File: src/rtl/pipe_ctrl_pkg.sv
// Shared types and default timing constants for the pipeline stall/flush controller.
package pipe_ctrl_pkg;

   // Memory-wait tracking states
   typedef enum logic [0:0] {
      RUN      = 1'b0,
      MEM_WAIT = 1'b1
   } state_e;

   localparam int unsigned MULT_CYCLES_DEF = 4;
   localparam int unsigned DIV_CYCLES_DEF  = 32;
   localparam int unsigned CNT_W_DEF       = 6;

endpackage

File: src/rtl/md_sequencer.sv
// Mult/div busy sequencer: counts down the latency of the arithmetic unit
// and flags when HI/LO become valid.
module md_sequencer
   import pipe_ctrl_pkg::*;
#(
   parameter int unsigned MULT_CYCLES = MULT_CYCLES_DEF,
   parameter int unsigned DIV_CYCLES  = DIV_CYCLES_DEF,
   parameter int unsigned CNT_W       = CNT_W_DEF
) (
   input  logic clock,
   input  logic reset,
   input  logic start_accept,
   input  logic is_div,
   output logic md_busy,
   output logic md_done
);

   localparam logic [CNT_W-1:0] MULT_LOAD = CNT_W'(MULT_CYCLES - 1);
   localparam logic [CNT_W-1:0] DIV_LOAD  = CNT_W'(DIV_CYCLES - 1);

   logic [CNT_W-1:0] cnt_q, cnt_d;
   logic             busy_q, busy_d;
   logic             done_q, done_d;

   // Next-state: load on accept, otherwise free-running countdown while busy
   always_comb begin
      cnt_d  = cnt_q;
      busy_d = busy_q;
      done_d = 1'b0;
      if (start_accept) begin
         cnt_d  = is_div ? DIV_LOAD : MULT_LOAD;
         busy_d = 1'b1;
      end else if (busy_q) begin
         cnt_d = cnt_q - CNT_W'(1);
         if (cnt_q == CNT_W'(1)) begin
            busy_d = 1'b0;
            done_d = 1'b1;
         end
      end
   end

   // Sequencer registers; reset drops busy without a done pulse
   always_ff @(posedge clock) begin
      if (reset) begin
         cnt_q  <= '0;
         busy_q <= 1'b0;
         done_q <= 1'b0;
      end else begin
         cnt_q  <= cnt_d;
         busy_q <= busy_d;
         done_q <= done_d;
      end
   end

   assign md_busy = busy_q;
   assign md_done = done_q;

endmodule

File: src/rtl/pipeline_hazard_ctrl.sv
// Central stall/flush controller for the 5-stage pipeline: memory wait
// freeze, branch flush, mult/div interlock and load-use bubble.
module pipeline_hazard_ctrl
   import pipe_ctrl_pkg::*;
#(
   parameter int unsigned MULT_CYCLES = MULT_CYCLES_DEF,
   parameter int unsigned DIV_CYCLES  = DIV_CYCLES_DEF,
   parameter int unsigned CNT_W       = CNT_W_DEF
) (
   input  logic       clock,
   input  logic       reset,
   input  logic [4:0] id_rs,
   input  logic [4:0] id_rt,
   input  logic       id_uses_rt,
   input  logic       id_uses_hilo,
   input  logic       idex_re,
   input  logic [4:0] idex_dest,
   input  logic       ex_branch_taken,
   input  logic       ex_md_start,
   input  logic       ex_md_is_div,
   input  logic       exmem_mem_op,
   input  logic       mem_ready,
   output logic       pc_en,
   output logic       ifid_en,
   output logic       ifid_flush,
   output logic       idex_en,
   output logic       idex_flush,
   output logic       exmem_en,
   output logic       exmem_flush,
   output logic       memwb_flush,
   output logic       md_busy,
   output logic       md_done
);

   state_e state_q, state_d;
   logic   freeze;
   logic   load_use;
   logic   md_conflict;
   logic   seq_busy;
   logic   seq_done;
   logic   start_accept;

   // The completing cycle (mem_ready=1) lets the pipeline advance
   assign freeze = ((state_q == MEM_WAIT) || exmem_mem_op) && !mem_ready;

   assign load_use = idex_re && (idex_dest != 5'd0) &&
                     ((id_rs == idex_dest) || (id_uses_rt && (id_rt == idex_dest)));

   assign md_busy     = seq_busy && !reset;
   assign md_done     = seq_done && !reset;
   assign md_conflict = md_busy && (ex_md_start || id_uses_hilo);

   assign start_accept = ex_md_start && !md_busy && exmem_en && !freeze && !reset;

   // Memory-wait state register
   always_ff @(posedge clock) begin
      if (reset) state_q <= RUN;
      else       state_q <= state_d;
   end

   // Memory-wait next state
   always_comb begin
      state_d = state_q;
      case (state_q)
         RUN:      if (exmem_mem_op && !mem_ready) state_d = MEM_WAIT;
         MEM_WAIT: if (mem_ready) state_d = RUN;
         default:  state_d = RUN;
      endcase
   end

   // Prioritised stall/flush decode
   always_comb begin
      pc_en       = 1'b1;
      ifid_en     = 1'b1;
      ifid_flush  = 1'b0;
      idex_en     = 1'b1;
      idex_flush  = 1'b0;
      exmem_en    = 1'b1;
      exmem_flush = 1'b0;
      memwb_flush = 1'b0;
      if (reset) begin
         pc_en    = 1'b0;
         ifid_en  = 1'b0;
         idex_en  = 1'b0;
         exmem_en = 1'b0;
      end else if (freeze) begin
         pc_en       = 1'b0;
         ifid_en     = 1'b0;
         idex_en     = 1'b0;
         exmem_en    = 1'b0;
         memwb_flush = 1'b1;
      end else if (ex_branch_taken) begin
         ifid_flush = 1'b1;
         idex_flush = 1'b1;
      end else if (md_conflict) begin
         pc_en   = 1'b0;
         ifid_en = 1'b0;
         idex_en = 1'b0;
         if (ex_md_start) exmem_flush = 1'b1;
         else             idex_flush  = 1'b1;
      end else if (load_use) begin
         pc_en      = 1'b0;
         ifid_en    = 1'b0;
         idex_flush = 1'b1;
      end
   end

   md_sequencer #(
      .MULT_CYCLES (MULT_CYCLES),
      .DIV_CYCLES  (DIV_CYCLES),
      .CNT_W       (CNT_W)
   ) u_md_seq (
      .clock        (clock),
      .reset        (reset),
      .start_accept (start_accept),
      .is_div       (ex_md_is_div),
      .md_busy      (seq_busy),
      .md_done      (seq_done)
   );

endmodule

File: config.mk
export PLATFORM = sky130hd
export DESIGN_NAME = pipeline_hazard_ctrl
export DESIGN_NICKNAME = d
export VERILOG_FILES = /design/src/rtl/pipe_ctrl_pkg.sv /design/src/rtl/md_sequencer.sv /design/src/rtl/pipeline_hazard_ctrl.sv
export SDC_FILE = /design/constraint.sdc
export NUM_CORES = 1
export LEC_CHECK = 0
export CAP_MARGIN = 0
export CORE_UTILIZATION = 41
export DETAILED_ROUTE_END_ITERATION = 10
export GPL_TIMING_DRIVEN = 0
export HOLD_SLACK_MARGIN = 0.02
export PLACE_DENSITY = 0.83
export SYNTH_ARGS = -nofsm -noshare
export SYNTH_HDL_FRONTEND = slang
export SYNTH_SLANG_ARGS = --single-unit
File: constraint.sdc
create_clock -name clock -period 2.7 [get_ports clock]
set_clock_uncertainty 0.05 [all_clocks]
set_input_delay 0.54 -clock clock [delete_from_list [all_inputs] [get_ports clock]]
set_output_delay 0.54 -clock clock [all_outputs]
set_load 0.005 [all_outputs]
==> out/qor.yml <==
outcome:
  status: "finished clean"
logic_synthesis:
  synth.distinct_cells: 31
  yosysMostFrequentCell: "xnor2_1"
  ys_top_cells_by_area: "dfxtp_1, xnor2_1, nor2b_1"
  synth_fp_nets: 112
  ys_async_sr_fraction_pct: 0
  netlist_area_sq_um: 663.1
  synth-main-ff-cell: "dfxtp_1"
  syn_inst: 85
  syn_area_per_cell_sq_um: 7.802
  netlist.area_leader.share_pct: 27.17
  synth_edf_count: 0
  yosys.area.top_type: "dfxtp_1"
  yosysSeqAreaShare_pct: 27.17
  ys_warn_count: 0
  synth_seq_cells: 9
  synthTopCellsByCount: "xnor2_1, dfxtp_1, nand2_1"
layout:
  multi_input_area_sq_um: 513.0
  fin_cells: 143
  n_fill_cell: 106
  diodes: 0
  drive_gt1_share_pct: 18.90
  ff_latch_area_sq_um: 180.2
  fin_nets: 155
  design_area_sq_um: 1134
  syn_to_final_growth_pct: 70.94
floorplan:
  io_pins: 35
  die_h_um: 42.22
  rows: 14
  start_util_pct: 44.02
  core_area_sq_um: 1506
  dieArea_sq_um: 1782
  die_x_um: 42.22
timing:
  fin_crit_sh_pct: 99.29
  maxSlewHeadroom_pct: 67.42
  timing_max_transition_violations_final: 0
  period_minus_slack_ns: 2.681
  hold_viol: 0
  tightest_slew_ns: 0.4820
  setup_tns_ns: 0
  fmax_mhz: 373.0
  holdWs_ns: 0.4977
  setup_violations: 0
pwr:
  p_leak_nw: 0.4517
  max-vdd-ir-drop_mv: 0.2237
  p_per_area_nw_per_um2: 405.9
  total_power_uw: 460.1
critical_path:
  reg2reg_to: "u_md_seq.cnt_q[3]"
  worst-setup-path-type: "in -> out"
  r2r-start: "u_md_seq.md_busy"
  startpoint: "idex_dest[3]"
  r2r_cells: 4
  crit_arrival_ns: 2.09
  start_kind: "input pin"
  worst-path-max-fanout: 3
  rrSetupSlack_ns: 1.26
  end_kind: "output port"
  required_ns: 2.11
cts:
  htreeDepth: 1
  worstSkewPairLatency_ns: 0.27
  cts.root.buffer_cell: "clkbuf_4"
  cts_buffer_depth: 2
  clk_pin_slew_ns: 0.06
  numCtsBuffers: 3
  cts_sinks: 9
  hold_buffers: 0
  cts_tree: "built"
drt:
  drc: 0
  drtAntennaViolNets: 0
  drtPass1Iterations: 4
  viasPerCell: 5.524
  vias: 790
  wl_um: 1911
  drtIter0Drc: 17
  wl_per_cell_um: 13.36
global_route:
  grt_max_degree: 11
  antenna_found_initial: 0
  grt_pass1_wl_um: 3105
  overflow: 0
  grtUsageTotal_pct: 23.27
  grt_pass1_vias: 794
place:
  dp.cells: 135
  place_congestion: 0.8627
  place_area_sq_um: 1023
  post-dp-hpwl_um: 1393
  port_buffers: 34
min_path:
  min_to: "u_md_seq.cnt_q[3]"
  min_from: "u_md_seq.cnt_q[3]"
  hold_path.class: "reg -> reg"
  worstHoldPathCells: 2
flow_run:
  maxCapViolations: 0
[repair_timing]
action / CTS / global route
pin swaps: 3 / 4
buffers inserted: 2 / 2
gates resized for setup: 22 / 15
endpoints found under the setup margin: 5 / 2
[layout make-up]
type                       count  area share (%)
sequential                     9           15.89
tap                           16           1.766
inverter                       4           1.325
timing repair buffer          38           32.12
clock buffer                   4           2.318
multi-input combinational     69           45.25
buffer                         3           1.325
[layer usage]
layer / wire (um) / vias to the layer above / track usage, %
met2: 1005 / 43 / 40.62
met3: 165 / 7 / 6.466
li1: - / 384 / -
met1: 687 / 356 / 22.96
met5: 0 / - / 0
met4: 52 / 0 / 17.50
[sequential cells by signal (all words and copies together) (netlist names)]
register          cells
state_q               1
u_md_seq.md_busy      1
u_md_seq.cnt_q        6
u_md_seq.md_done      1
[per-stage QoR]
step	setup WS [ns]	utilization, %
detailed placement	-0.5901	67.94
global placement	-0.5168	67.94
floorplan	0.4494	-
finish	0.01919	75.25
global route	-0.01855	75.25
CTS	-0.03098	71.68
[critical path, stage by stage]
cell and delay [ns]:
clkdlybuf4s15_2 0.21, or4_4 0.53, o21ai_4 0.18, nor2_2 0.06
a21boi_2 0.17, buf_4 0.12, buf_4 0.08, clkdlybuf4s15_1 0.19
[worst max-delay path by stage]
stage	to	slack (ns)
after floorplan	pc_en	0.45
after global placement	pc_en	-0.52
after detailed placement	pc_en	-0.59
after CTS	pc_en	-0.03
after global routing	pc_en	-0.02
final	pc_en	0.02
[layout by cell type (no fill, tap or decap), drive strengths merged, types with 5 or more instances in the layout]
master,n
clkbuf,7
nor2,6
dfxtp,9
o21ai,7
clkdlybuf4s50,22
a31oi,5
nor2b,6
xnor2,11
nand2,8
dlygate4sd2,5
buf,6
[cell families after synthesis]
group	after synthesis	synth area share, %
XOR/XNOR	12	15.85
AND/OR/NAND/NOR	33	26.23
AO/OA/AOI/OAI	22	22.46
adder cells (fa/ha/maj)	2	3.773
flip-flops	9	27.17
buffers and inverters	7	4.528
[power breakdown]
part / internal (mW) / switching [mW]
registers: 0.150 / 0.0155
clock network: 0.0573 / 0.0518
logic: 0.102 / 0.0832
Note: power is estimated with default switching activity, not from simulation.
